### src/rtl/driver_seq.sv
// Program sequencer: pops base addresses from the address FIFO and issues single or burst
// word requests to the vector-memory read port. Define DRIVER_SEQ_STATS_EN for stall statistics.
module driver_seq #(
  parameter int unsigned VCTR_FIFO_DEPTH = 512,
  parameter int unsigned VCTR_HEADROOM   = 16
) (
  input  logic        clk,
  input  logic        reset,
  input  logic        run_program,
  input  logic        end_program,
  input  logic        abort_program,
  input  logic        freeze_addr_fifo,
  input  logic        freeze_vector_fifo,
  input  logic        send_consec_addr,
  input  logic [7:0]  consec_count,
  input  logic [31:0] addr_fifo_dout,
  input  logic        addr_fifo_empty,
  output logic        addr_fifo_rd,
  input  logic [15:0] words_in_vctr_fifo,
  output logic        req_valid,
  output logic [31:0] req_addr,
  input  logic        req_ready,
  output logic        active_program,
  output logic        prog_done,
  output logic        prog_aborted,
  output logic [15:0] addr_cycle_cnt,
  output logic [15:0] stall_cycle_cnt
);

  localparam int unsigned CNT_W  = 16;
  localparam int unsigned ADDR_W = 32;
  localparam int unsigned BEAT_W = 8;
  localparam logic [CNT_W-1:0] FILL_LIMIT = CNT_W'(VCTR_FIFO_DEPTH - VCTR_HEADROOM);

  typedef enum logic [1:0] {IDLE, FETCH, LOAD, ISSUE} state_t;

  state_t              state;
  logic                run_q;
  logic                run_qq;
  logic [BEAT_W-1:0]   beat_idx;
  logic [BEAT_W-1:0]   beat_last;

  logic run_rise_c;
  logic issue_ok_c;
  logic handshake_c;
  logic last_beat_c;

  assign run_rise_c  = run_q && !run_qq;
  assign issue_ok_c  = !freeze_vector_fifo && (words_in_vctr_fifo < FILL_LIMIT);
  assign handshake_c = req_valid && req_ready;
  assign last_beat_c = (beat_idx == beat_last);

  // Sequencer FSM; req_addr tracks base + 4*beat_idx by incrementing per accepted beat.
  always_ff @(posedge clk or posedge reset) begin
    if (reset) begin
      state          <= IDLE;
      run_q          <= 1'b0;
      run_qq         <= 1'b0;
      beat_idx       <= '0;
      beat_last      <= '0;
      addr_fifo_rd   <= 1'b0;
      req_valid      <= 1'b0;
      req_addr       <= '0;
      active_program <= 1'b0;
      prog_done      <= 1'b0;
      prog_aborted   <= 1'b0;
      addr_cycle_cnt <= '0;
    end else begin
      run_q        <= run_program;
      run_qq       <= run_q;
      addr_fifo_rd <= 1'b0;
      prog_done    <= 1'b0;
      prog_aborted <= 1'b0;

      if (state != IDLE && abort_program) begin
        state          <= IDLE;
        req_valid      <= 1'b0;
        active_program <= 1'b0;
        prog_aborted   <= 1'b1;
      end else begin
        case (state)
          IDLE: begin
            if (run_rise_c) begin
              state          <= FETCH;
              active_program <= 1'b1;
              addr_cycle_cnt <= '0;
            end
          end
          FETCH: begin
            if (end_program) begin
              state          <= IDLE;
              active_program <= 1'b0;
              prog_done      <= 1'b1;
            end else if (!addr_fifo_empty && !freeze_addr_fifo) begin
              addr_fifo_rd <= 1'b1;
              state        <= LOAD;
            end
          end
          LOAD: begin
            req_addr  <= addr_fifo_dout;
            beat_idx  <= '0;
            beat_last <= send_consec_addr ? consec_count : '0;
            req_valid <= issue_ok_c;
            state     <= ISSUE;
          end
          ISSUE: begin
            if (!req_valid) begin
              req_valid <= issue_ok_c;
            end else if (handshake_c) begin
              if (addr_cycle_cnt != '1) begin
                addr_cycle_cnt <= addr_cycle_cnt + CNT_W'(1);
              end
              if (last_beat_c) begin
                req_valid <= 1'b0;
                if (end_program) begin
                  state          <= IDLE;
                  active_program <= 1'b0;
                  prog_done      <= 1'b1;
                end else begin
                  state <= FETCH;
                end
              end else begin
                beat_idx  <= beat_idx + BEAT_W'(1);
                req_addr  <= req_addr + ADDR_W'(4);
                req_valid <= issue_ok_c;
              end
            end
          end
          default: state <= IDLE;
        endcase
      end
    end
  end

`ifdef DRIVER_SEQ_STATS_EN
  // Every ISSUE cycle without an accepted beat is a stall (throttled or back-pressured).
  always_ff @(posedge clk or posedge reset) begin
    if (reset) begin
      stall_cycle_cnt <= '0;
    end else if (state == IDLE && run_rise_c) begin
      stall_cycle_cnt <= '0;
    end else if (state == ISSUE && !handshake_c && stall_cycle_cnt != '1) begin
      stall_cycle_cnt <= stall_cycle_cnt + CNT_W'(1);
    end
  end
`else
  assign stall_cycle_cnt = '0;
`endif

endmodule

### config.mk
export PLATFORM = sky130hd
export DESIGN_NAME = driver_seq
export DESIGN_NICKNAME = d
export VERILOG_FILES = /design/src/rtl/driver_seq.sv
export SDC_FILE = /design/constraint.sdc
export NUM_CORES = 1
export LEC_CHECK = 0
export CAP_MARGIN = 5
export CORE_MARGIN = 1.5
export CORE_UTILIZATION = 40
export DETAILED_ROUTE_END_ITERATION = 8
export PLACE_DENSITY = 0.8
export SLEW_MARGIN = 20
export SYNTH_ARGS = -nofsm -noshare
export SYNTH_HDL_FRONTEND = slang
export SYNTH_SLANG_ARGS = --single-unit
### constraint.sdc
create_clock -name clk -period 2.1 [get_ports clk]
set_input_delay 0.42 -clock clk [delete_from_list [all_inputs] [get_ports clk]]
set_output_delay 0.42 -clock clk [all_outputs]
set_load 0.05 [all_outputs]
Yosys cells after proc, flatten, opt, wreduce, memory -nomap -nowiden
Index checks and enable logic that the tools add are counted.

word-level totals
  bits in registers = 73
  bits of input ports = 66
  logic and storage cells = 98

operators by class
  $add $sub $neg = 3
  magnitude comparators = 1
  equality and inequality tests = 15
  multiplexer cells = 46
  bitwise gates (word level) = 1
  reductions and logical operators = 20

operators by type and width
  kind                   count
  $mux 32                3
  $mux 16                4
  $pmux 32 s2            1
  $add 32x3->32 const B  1
  $mux 8                 4
  $pmux 16 s2            1
  $mux 1                 21
  $add 16x1->16 const B  1
  $lt 16x9->1 const B    1
  $ne 16x16->1 const B   1
  $pmux 8 s2             1
  $reduce_and 5->1       3
  $mux 2                 7
  $ne 3x3->1 const B     4
  $ne 2x2->1 const B     5
  $add 8x1->8 const B    1
  $eq 8x8->1             1
  $pmux 2 s4             1
  $reduce_and 6->1       1
  $reduce_bool 2->1      3
  $logic_and 1x1->1      5
  $eq 2x2->1 const B     2
  $logic_not 1->1        4
  $ne 4x4->1 const B     1
  other kinds (8)        9

Depth between registers and ports, before layout
Gate-level depths: netlist of run 1.

  word-level depth = 7
  depth in mapped cells = 12

Worst setup path after synthesis of run 1
OpenSTA, ideal clock, no wires.

  path type = reg-to-reg
  start = reg req_addr[2]
  end = reg req_addr[30]
  data arrival time = 2.117 ns
  slack = -0.143 ns
  stages on the path, launching flop included = 8
  path buffers = 0
  period minus slack after synthesis = 2.243 ns
  cells stage by stage = dfrtp_1 ha_1 nand4_1 nor4_4 nand4_1 or2_1 o22ai_1 a21oi_1

between the ends
  longest elaborated chain between the ends = 5

ends and longest elaborated chain
  item                      line  source
  start: declaration        21    output logic [31:0] req_addr,
  start signal: assignment  100   req_addr <= addr_fifo_dout;
  start signal: assignment  124   req_addr <= req_addr + ADDR_W'(4);
  $add 32x3->32             124
  $mux 32                   113   if (last_beat_c) begin
  $mux 32                   109   end else if (handshake_c) begin
  $mux 32                   107   if (!req_valid) begin
  $pmux 32 s2               81    case (state)

No other way between the ends. The select of a mux whose other input is x is not followed.
A chain may end at the register's enable or synchronous reset.

Worst setup path in the final report of run 1
  start = reg req_addr[6]
  end = out req_addr[6]

No word-level cell between the ends.

==> flow_metrics.py, run 1 <==
metrics = {
    "routing": {
        "drtIter0Drc": 221,
        "first_pass_iters": 4,
        "finalWirelength_um": 12000,
        "routed_via_density": 5.46,
        "post-route-drc-count": 0,
        "routedWlPerCell_um": 15.6,
        "met3_length_um": 705,
        "wl_met2_um": 5850,
        "ant_nets": 0,
        "top_layer_used": "met4",
        "route.layer.met1.wl_um": 5270,
        "vias": 4224,
    },
    "worst_setup_path": {
        "path_cells": "clkdlybuf4s50_1",
        "critPathArrivalTime_ps": 1650,
        "start_kind": "flop",
        "slowest_stage": "clkdlybuf4s50_1",
        "cp-end-kind": "output pin",
        "path_delay_family": "buffers and inverters",
        "max_stage_delay_ps": 840,
        "critPathRequiredTime_ps": 1680,
        "path_class": "reg2out",
        "critPathBufInv": 1,
        "critical_path_peak_fanout": 6,
    },
    "layout": {
        "diodes": 0,
        "fillers": 894,
        "nets": 706,
        "post_route_cells_drive_above_1_share_pct": 18.2,
        "final_area_um2": 6230,
        "post-route-util_pct": 60.1,
        "regArea_um2": 1830,
        "area_delta_synth_final_pct": 44.7,
        "layoutNonFillerInstCount": 773,
        "multi_input_area_um2": 2340,
    },
    "global_route": {
        "grt_pass1_vias": 4052,
        "grt_pass1_wl_um": 19100,
        "grt_max_degree": 39,
        "grt.total_usage_pct": 21.1,
        "grt_overflow": 0,
        "antenna_found_initial": 0,
    },
    "clocking": {
        "cts-buffers-inserted": 9,
        "clk_latency_ps": 350,
        "cts_buffer_depth": 2,
        "clkSinkCount": 73,
        "cts_tree": "yes",
        "cts.clk_slew.worst_paths_ps": 80,
        "ctsRootBufferMaster": "clkbuf_8",
        "htreeDepth": 3,
        "cts_hold_buffers": 0,
    },
    "floorplanning": {
        "ios": 135,
        "rows": 37,
        "die_area_um2": 11400,
        "start_util_pct": 41.5,
        "core_um2": 10400,
        "die_h_um": 107,
        "die_x_um": 107,
    },
    "sta": {
        "fin_skew_ps": 13.5,
        "fin_crit_sh_pct": 98.4,
        "slew_headroom_pct": 64.5,
        "fin_crit_ps": 2070,
        "drv_slew": 0,
        "max_freq_mhz": 484,
        "setup_viol": 0,
        "rsz0062_at_grt": "true",
        "finalHoldViolCount": 0,
        "tightest_slew_ps": 531,
    },
    "power": {
        "vdd_drop_max_mv": 0.891,
        "power_frac_comb_pct": 54.0,
        "power.leakage_nw": 2.65,
        "intPower_w": 0.00405,
        "power_density_nw_per_um2": 1230,
        "p_sw_w": 0.00360,
        "seq_power_share_pct": 31.2,
        "swShare_pct": 47.1,
        "pwr-share-clk_pct": 14.9,
    },
    "synth": {
        "synth.yosys.seq_area_share_pct": 42.4,
        "syn_inst": 471,
        "ys_seq_elements": 73,
        "synthArstFlopShare_pct": 100,
        "yosysTopAreaCell": "dfrtp_1",
        "synth_area_per_cell_um2": 9.14,
        "synth_top_area_share_pct": 42.4,
        "synth_edf_count": 0,
        "synth.distinct_cells": 67,
        "yosysWarnings": 0,
        "synth_area_leaders": "dfrtp_1 (42%), nand2_1 (5.4%), a21oi_1 (4.0%)",
        "ys.flop_type": "dfrtp_1",
        "synth_area_um2": 4310,
    },
    "placed_design": {
        "dp.cells": 747,
        "place_area_um2": 5870,
        "port_buffers": 114,
        "dp_hpwl_um": 8830,
        "gp_congestion": 0.833,
    },
    "run": {
        "maxCapViolCount": 0,
    },
    "min_path": {
        "hp-class": "reg2reg",
    },
    "run_status": {
        "outcome": "finished, final reports clean",
    },
}
## metal layers
metal | GRT usage [%] | vias to the layer above
met5 | 0 | -
met4 | 6.48 | 0
met3 | 4.07 | 20
met2 | 35.5 | 159
met1 | 27.5 | 2037
li1 | - | 2008
## timing repair
item,in CTS,in global routing
pin swaps,1,9
gates resized for setup,8,26
setup buffers,2,8
endpoints found under the setup margin,8,39
gates cloned,0,0
## cell usage after synthesis, types with 2 or more instances
library cell / n
a211oi_1: 2
a21oi_1: 34
a221o_1: 3
a311oi_1: 3
a31oi_1: 2
and3_1: 7
and4_1: 7
buf_1: 4
buf_2: 10
buf_4: 16
clkbuf_1: 7
dfrtp_1: 73
ha_1: 8
inv_1: 8
mux2_2: 2
mux2i_1: 4
nand2_1: 62
nand2b_1: 6
nand3_1: 26
nand4_1: 18
nand4_2: 2
nor2_1: 33
nor2b_1: 2
nor3_1: 5
nor3b_1: 2
nor4_1: 4
nor4_4: 3
o211ai_1: 8
o21a_1: 2
o21ai_0: 27
o21ai_1: 2
o22ai_1: 16
or3_1: 2
xnor2_1: 12
xor2_1: 17
## kinds of logic (layout without fill, tap and decap cells)
family	Yosys count	after routing	share of synthesized area [%]
mux	6	6	1.45
other cells	1	16	0.0871
buf+inv	47	198	5.99
simple gates	193	193	24.5
xor+xnor	29	29	5.90
flops	73	73	42.4
compound gates	114	114	17.3
fa+ha+maj	8	8	2.32
## power groups by stage
stage | Clock [W] | Sequential (W) | Combinational [W]
after global routing | 0.00120 | 0.00246 | 0.00438
after global placement | 0 | 0.00236 | 0.00384
after detailed placement | 0 | 0.00238 | 0.00393
after CTS | 0.00115 | 0.00237 | 0.00397
final | 0.00114 | 0.00238 | 0.00413
after floorplan | 0 | 0.00341 | 0.00140
## state kept, by name, indices dropped and copies added, names as in the netlist, 2 cells and up
| name | count |
|---|---|
| addr_cycle_cnt | 16 |
| beat_idx | 8 |
| beat_last | 8 |
| req_addr | 32 |
| state | 2 |
## layout make-up
cell class	instances	share of cell area, %
clock inverters	5	0.884
inverters	8	0.542
flip-flops and latches	73	29.4
repair buffers	174	26.6
multi-input cells	366	37.6
clock buffers	11	2.27
well taps	136	2.73
## worst paths after layout
path	endpoint	start	cells after the start	slack, ps
min reg2reg	run_qq	run_q	0	440
min	run_qq	run_q	0	440
max	req_addr[6]	req_addr[6]	1	30
max in group asynchronous	req_addr[2]	reset	3	1360
min in group asynchronous	addr_cycle_cnt[12]	reset	3	510
max reg2reg	addr_cycle_cnt[8]	state[0]	8	60
## stage by stage
step,TNS (ps),worst slack [ps],hold slack [ps],power (W)
floorplan,0,14.5,375,0.00481
global placement,-4320,-157,405,0.00619
detailed placement,-6130,-203,416,0.00631
CTS,-8.48,-8.48,446,0.00749
global route,-108,-36.0,463,0.00804
finish,0,33.7,441,0.00765
## placed cells by master (no fill, tap or decap), types with 17 or more instances in the layout
| master | Yosys | routed |
|---|---|---|
| nor2_1 | 33 | 33 |
| clkdlybuf4s50_1 | 0 | 96 |
| nand3_1 | 26 | 26 |
| xor2_1 | 17 | 17 |
| nand2_1 | 62 | 62 |
| nand4_1 | 18 | 18 |
| o21ai_0 | 27 | 26 |
| a21oi_1 | 34 | 33 |
| buf_4 | 16 | 58 |
| dfrtp_1 | 73 | 70 |
Note: power is estimated with default switching activity, not from simulation.
==> run 2: changes to the inputs <==
--- a/config.mk
+++ b/config.mk
@@ -8,6 +8,7 @@
 export CAP_MARGIN = 5
 export CORE_MARGIN = 1.5
 export CORE_UTILIZATION = 40
+export CTS_BUF_LIST = sky130_fd_sc_hd__clkbuf_8
 export DETAILED_ROUTE_END_ITERATION = 8
 export PLACE_DENSITY = 0.8
 export SLEW_MARGIN = 20
==> run 2 against run 1 <==
Effect of this change: flip-flop and latch count unchanged; non-clock buffer count unchanged; worst hold slack unchanged; utilization unchanged; clock power about the same; combinational power about the same; wire length unchanged; cell count unchanged; maximum frequency about the same; global-route usage unchanged; clock-buffer cell count decreased by 1; highest routed layer unchanged.
==> flow_metrics.py, run 2 (synthesis gave the netlist of run 1 again) <==
metrics = {
    "run_status": {
        "outcome": "finished, final reports clean",
    },
    "routing": {
        "routed_via_density": 5.47,
        "post-route-drc-count": 0,
        "first_pass_iters": 4,
        "drtIter0Drc": 221,
        "routedWlPerCell_um": 15.6,
        "finalWirelength_um": 12000,
        "vias": 4226,
        "ant_nets": 0,
    },
    "layout": {
        "final_common_cell": "clkdlybuf4s50_1",
        "reg_top3": "req_addr (32), addr_cycle_cnt (16)",
        "post-route-util_pct": 60.1,
        "largest_reg_flops": 32,
        "post_route_cells_drive_above_1_share_pct": 18.2,
        "largest_register": "req_addr",
        "diodes": 0,
        "nets": 706,
        "layout_common_cells": "clkdlybuf4s50_1 (96), dfrtp_1 (70), nand2_1 (62), buf_4 (58)",
        "layoutNonFillerInstCount": 773,
        "area_delta_synth_final_pct": 44.7,
    },
    "min_path": {
        "min-delay-start": "run_q",
        "worstHoldEndpoint": "run_qq",
        "hold_path_depth": 0,
        "hp-class": "reg2reg",
    },
    "power": {
        "power.leakage_nw": 2.65,
        "power_density_nw_per_um2": 1230,
        "power_w": 0.00765,
        "vdd_drop_max_mv": 0.891,
    },
    "worst_setup_path": {
        "cp-end-kind": "output pin",
        "r2r-end": "addr_cycle_cnt[8]",
        "r2r_slack_ps": 60,
        "slowest_stage": "clkdlybuf4s50_1",
        "critPathArrivalTime_ps": 1650,
        "path_delay_family": "buffers and inverters",
        "critPathRequiredTime_ps": 1680,
        "critPathBufInv": 1,
        "ff2ff_path_depth": 8,
        "critical_path_peak_fanout": 6,
        "max_stage_delay_ps": 840,
        "path_class": "reg2out",
        "path_cells": "clkdlybuf4s50_1",
        "start_kind": "flop",
        "worstReg2RegStart": "state[0]",
    },
    "floorplanning": {
        "die_area_um2": 11400,
        "rows": 37,
        "ios": 135,
        "die_h_um": 107,
        "die_x_um": 107,
        "start_util_pct": 41.5,
        "core_um2": 10400,
    },
    "sta": {
        "setup_viol": 0,
        "fin_crit_sh_pct": 98.4,
        "drv_slew": 0,
        "slew_headroom_pct": 64.5,
        "fin_crit_ps": 2070,
        "fin_skew_ps": 13.5,
        "rsz0062_at_grt": "true",
        "tightest_slew_ps": 531,
        "finalHoldViolCount": 0,
        "max_freq_mhz": 484,
        "worst_hold_slack_ps": 441,
    },
    "placed_design": {
        "dp.cells": 747,
        "gp_congestion": 0.833,
        "port_buffers": 114,
        "dp_hpwl_um": 8830,
    },
    "global_route": {
        "grt.total_usage_pct": 21.1,
        "antenna_found_initial": 0,
        "grt_pass1_wl_um": 19100,
        "grt_max_degree": 39,
        "grt_overflow": 0,
        "grt_pass1_vias": 4052,
    },
    "clocking": {
        "clk_latency_ps": 350,
        "htreeDepth": 3,
        "cts-buffers-inserted": 9,
        "clkSinkCount": 73,
        "ctsRootBufferMaster": "clkbuf_8",
        "cts.clk_slew.worst_paths_ps": 80,
        "cts_tree": "yes",
        "cts_buffer_depth": 2,
    },
    "run": {
        "maxCapViolCount": 0,
    },
}
## run 2: cell count changes in the layout (fill, tap and decap cells not counted), sizes merged
cell	change
clkbuf	-1
inv	+1
## run 2: per-layer routing
metal	vias up	GRT usage (%)	share of wire [%]
li1	2008	-	-
met1	2039	27.5	44
met2	159	35.5	49
met3	20	4.07	5.9
met4	0	6.48	1.7
met5	-	0	0
## run 2: worst max-delay path by stage
stage | endpoint | slack, ps | from | cells after the start
floorplan | addr_cycle_cnt[3] | 10 | state[0] | 8
global placement | addr_cycle_cnt[8] | -160 | abort_program | 7
detailed placement | req_addr[10] | -200 | abort_program | 9
CTS | addr_cycle_cnt[9] | -8 | state[1] | 8
global route | req_addr[18] | -40 | req_addr[3] | 9
finish | req_addr[6] | 30 | req_addr[6] | 1
## run 2: power breakdown
part	internal (W)	leakage (nW)	switching, W	total [W]
combinational	0.00164	1.63	0.00249	0.00413
sequential	0.00183	0.925	0.000555	0.00238
clock	0.000573	0.0995	0.000560	0.00113
## run 2: per-stage QoR
stage / instance area (um2) / TNS (ps) / worst slack [ps]
finish: 6230 / 0 / 33.7
global route: 6230 / -108 / -35.5
CTS: 6090 / -8.48 / -8.48
detailed placement: 5870 / -6130 / -203
global placement: 5870 / -4320 / -157
floorplan: 4370 / 0 / 14.5
## run 2: area by class of cell
class                           instances  area (um2)
Clock buffer                           10         138
Multi-Input combinational cell        366        2340
Inverter                                8        33.8
Sequential cell                        73        1830
Timing Repair Buffer                  174        1660
Fill cell                             894        4140
Clock inverter                          6        58.8
Tap cell                              136         170
## run 2: what timing repair did
item                                   CTS  global route
endpoints found under the hold margin    0             0
setup buffers                            2             8
pin swaps                                1             9
setup endpoints to repair                8            39
resized for setup                        8            26
hold buffers                             0             0
==> run 3: changes to the inputs <==
--- a/config.mk
+++ b/config.mk
@@ -6,10 +6,10 @@
 export NUM_CORES = 1
 export LEC_CHECK = 0
 export CAP_MARGIN = 5
-export CORE_MARGIN = 1.5
 export CORE_UTILIZATION = 40
 export CTS_BUF_LIST = sky130_fd_sc_hd__clkbuf_8
 export DETAILED_ROUTE_END_ITERATION = 8
+export GPL_TIMING_DRIVEN = 0
 export PLACE_DENSITY = 0.8
 export SLEW_MARGIN = 20
 export SYNTH_ARGS = -nofsm -noshare
==> run 3 against run 2 <==
Effect of this change: the run now ends with setup timing left; worst hold slack got worse by 28 ps; power rose by 2.1%; clock skew fell by 1.0 ps; register-to-register slack got worse by 60 ps; cell count rose by 0.26%; utilization rose by 1.1 points; final area rose by 1.8%; maximum frequency fell by 1.7%; combinational power fell by 2%; clock power rose by 19%; critical path type is now reg2reg; largest cell class unchanged; largest power group unchanged.
==> flow_metrics.py, run 3 (synthesis gave the netlist of run 1 again) <==
metrics = {
    "power": {
        "power.leakage_nw": 2.73,
        "power_frac_comb_pct": 51.8,
        "swShare_pct": 46.6,
        "intPower_w": 0.00417,
        "seq_power_share_pct": 31.0,
        "pwr-share-clk_pct": 17.3,
        "power_density_nw_per_um2": 1230,
        "p_sw_w": 0.00364,
        "vdd_drop_max_mv": 0.833,
    },
    "global_route": {
        "grt_pass1_vias": 3995,
        "grt_overflow": 0,
        "grt_max_degree": 30,
        "grt_pass1_wl_um": 19500,
        "antenna_found_initial": 0,
        "grt.total_usage_pct": 21.9,
    },
    "clocking": {
        "clk_latency_ps": 350,
        "htreeDepth": 3,
        "cts.clk_slew.worst_paths_ps": 80,
        "ctsRootBufferMaster": "clkbuf_8",
        "clkSinkCount": 73,
        "cts_buffer_depth": 2,
        "cts-buffers-inserted": 9,
        "cts_tree": "yes",
    },
    "sta": {
        "tightest_slew_ps": 602,
        "fin_crit_sh_pct": 100,
        "slew_headroom_pct": 59.5,
        "finalHoldViolCount": 0,
        "setup_viol": 1,
        "layout_setup_ws_ps": -1.19,
        "fin_skew_ps": 12.5,
        "rsz0062_at_grt": "true",
        "setup_tns_ps": -1.19,
        "fin_crit_ps": 2100,
        "drv_slew": 0,
        "max_freq_mhz": 476,
    },
    "floorplanning": {
        "start_util_pct": 41.5,
        "rows": 37,
        "die_x_um": 106,
        "core_um2": 10400,
        "die_area_um2": 11200,
        "die_h_um": 106,
        "ios": 135,
    },
    "routing": {
        "routedWlPerCell_um": 15.9,
        "finalWirelength_um": 12300,
        "drtIter0Drc": 215,
        "vias": 4251,
        "first_pass_iters": 7,
        "ant_nets": 0,
        "routed_via_density": 5.49,
        "post-route-drc-count": 0,
    },
    "layout": {
        "post_route_cells_drive_above_1_share_pct": 19.1,
        "area_delta_synth_final_pct": 47.3,
        "largest_reg_flops": 32,
        "largest_register": "req_addr",
        "reg_top3": "req_addr (32), addr_cycle_cnt (16)",
        "fillers": 845,
        "post-route-util_pct": 61.1,
        "multi_input_area_um2": 2410,
        "layout_common_cells": "clkdlybuf4s50_1 (95), dfrtp_1 (69), nand2_1 (62), buf_4 (42), nor2_1 (33)",
        "final_common_cell": "clkdlybuf4s50_1",
        "nets": 708,
        "diodes": 0,
        "regArea_um2": 1830,
    },
    "placed_design": {
        "port_buffers": 113,
        "dp_hpwl_um": 8800,
        "place_ws_ps": -504,
        "gp_congestion": 0.903,
    },
    "worst_setup_path": {
        "critPathRequiredTime_ps": 2320,
        "critPathArrivalTime_ps": 2320,
        "cp-end-kind": "flop",
        "path_class": "reg2reg",
        "slowest_stage": "dfrtp_1",
        "critical_path_peak_fanout": 6,
        "max_stage_delay_ps": 410,
        "start_kind": "flop",
        "path_cells": "inv_2 -> ha_4 -> or3b_4 -> a22o_4 -> a211oi_4 -> nand4_1 -> xor2_1 -> nor2_1",
    },
    "min_path": {
        "hp-class": "reg2reg",
    },
    "run": {
        "maxCapViolCount": 0,
    },
    "run_status": {
        "outcome": "finished with violations",
        "violations": "setup timing",
    },
}
run 3: cell types whose count changed in the layout (fill, tap and decap cells not counted), moves of 4 or more:
cell	previous run	this run
buf_4	58	42
o22ai_1	16	10
o22ai_2	0	6
buf_2	0	4
clkbuf_1	0	4
run 3: worst paths after layout:
| kind | start | end | slack (ps) | cells past startpoint |
|---|---|---|---|---|
| worst min register to register | run_q | run_qq | 410 | 0 |
| worst max register to register | state[1] | addr_cycle_cnt[9] | -1 | 8 |
| min in group asynchronous | reset | req_addr[7] | 480 | 2 |
| max in group asynchronous | reset | state[0] | 1090 | 3 |
| worst min-delay path | run_q | run_qq | 410 | 0 |
| worst max-delay path | state[1] | addr_cycle_cnt[9] | -1 | 8 |
run 3: timing repair:
action,CTS,global route
pin swaps,3,5
gates resized for setup,31,46
hold buffers,0,0
endpoints found under the setup margin,71,62
buffers inserted,7,15
run 3: layer usage:
layer / share of wire, % / GRT usage [%] / vias up
met1: 43 / 29.5 / 2029
met4: 1.3 / 6.25 / 0
li1: - / - / 2005
met2: 49 / 36.1 / 200
met5: 0 / 0 / -
met3: 7.7 / 3.77 / 17
run 3: final cells by class:
cell class              instances  area share [%]
plain buffers                  39            4.50
clock buffers                   9            1.95
clock inverters                 7            1.87
inverters                       8           0.572
multi-input cells             366            38.0
flip-flops and latches         73            28.9
well taps                     136            2.68
repair buffers                137            21.6
run 3: stage by stage:
stage          hold slack (ps)  instances  total power (W)  area [um2]
4_1_cts                    407        760          0.00752        6080
6_report                   414        775          0.00780        6340
3_3_place_gp               395        735          0.00596        5670
5_1_grt                    434        775          0.00818        6340
3_5_place_dp               394        737          0.00607        5720
2_1_floorplan              375        486          0.00481        4370
run 3: critical path, delay by kind of cell, from the launching register on:
kind / cells / cell delay [ps]
and+or+nand+nor: 3 / 600
adders and majority gates: 1 / 180
AOI/OAI and AO/OA: 2 / 530
DFF: 1 / 410
xor gates and xnor gates: 1 / 180
buffers and inverters: 1 / 80
run 3: power by group through the flow:
stage                     Clock, W  Combinational [W]  Sequential [W]
after floorplan                  0            0.00140         0.00341
after global routing       0.00143            0.00428         0.00248
after CTS                  0.00135            0.00377         0.00239
final                      0.00135            0.00404         0.00242
after global placement           0            0.00357         0.00239
after detailed placement         0            0.00365         0.00242
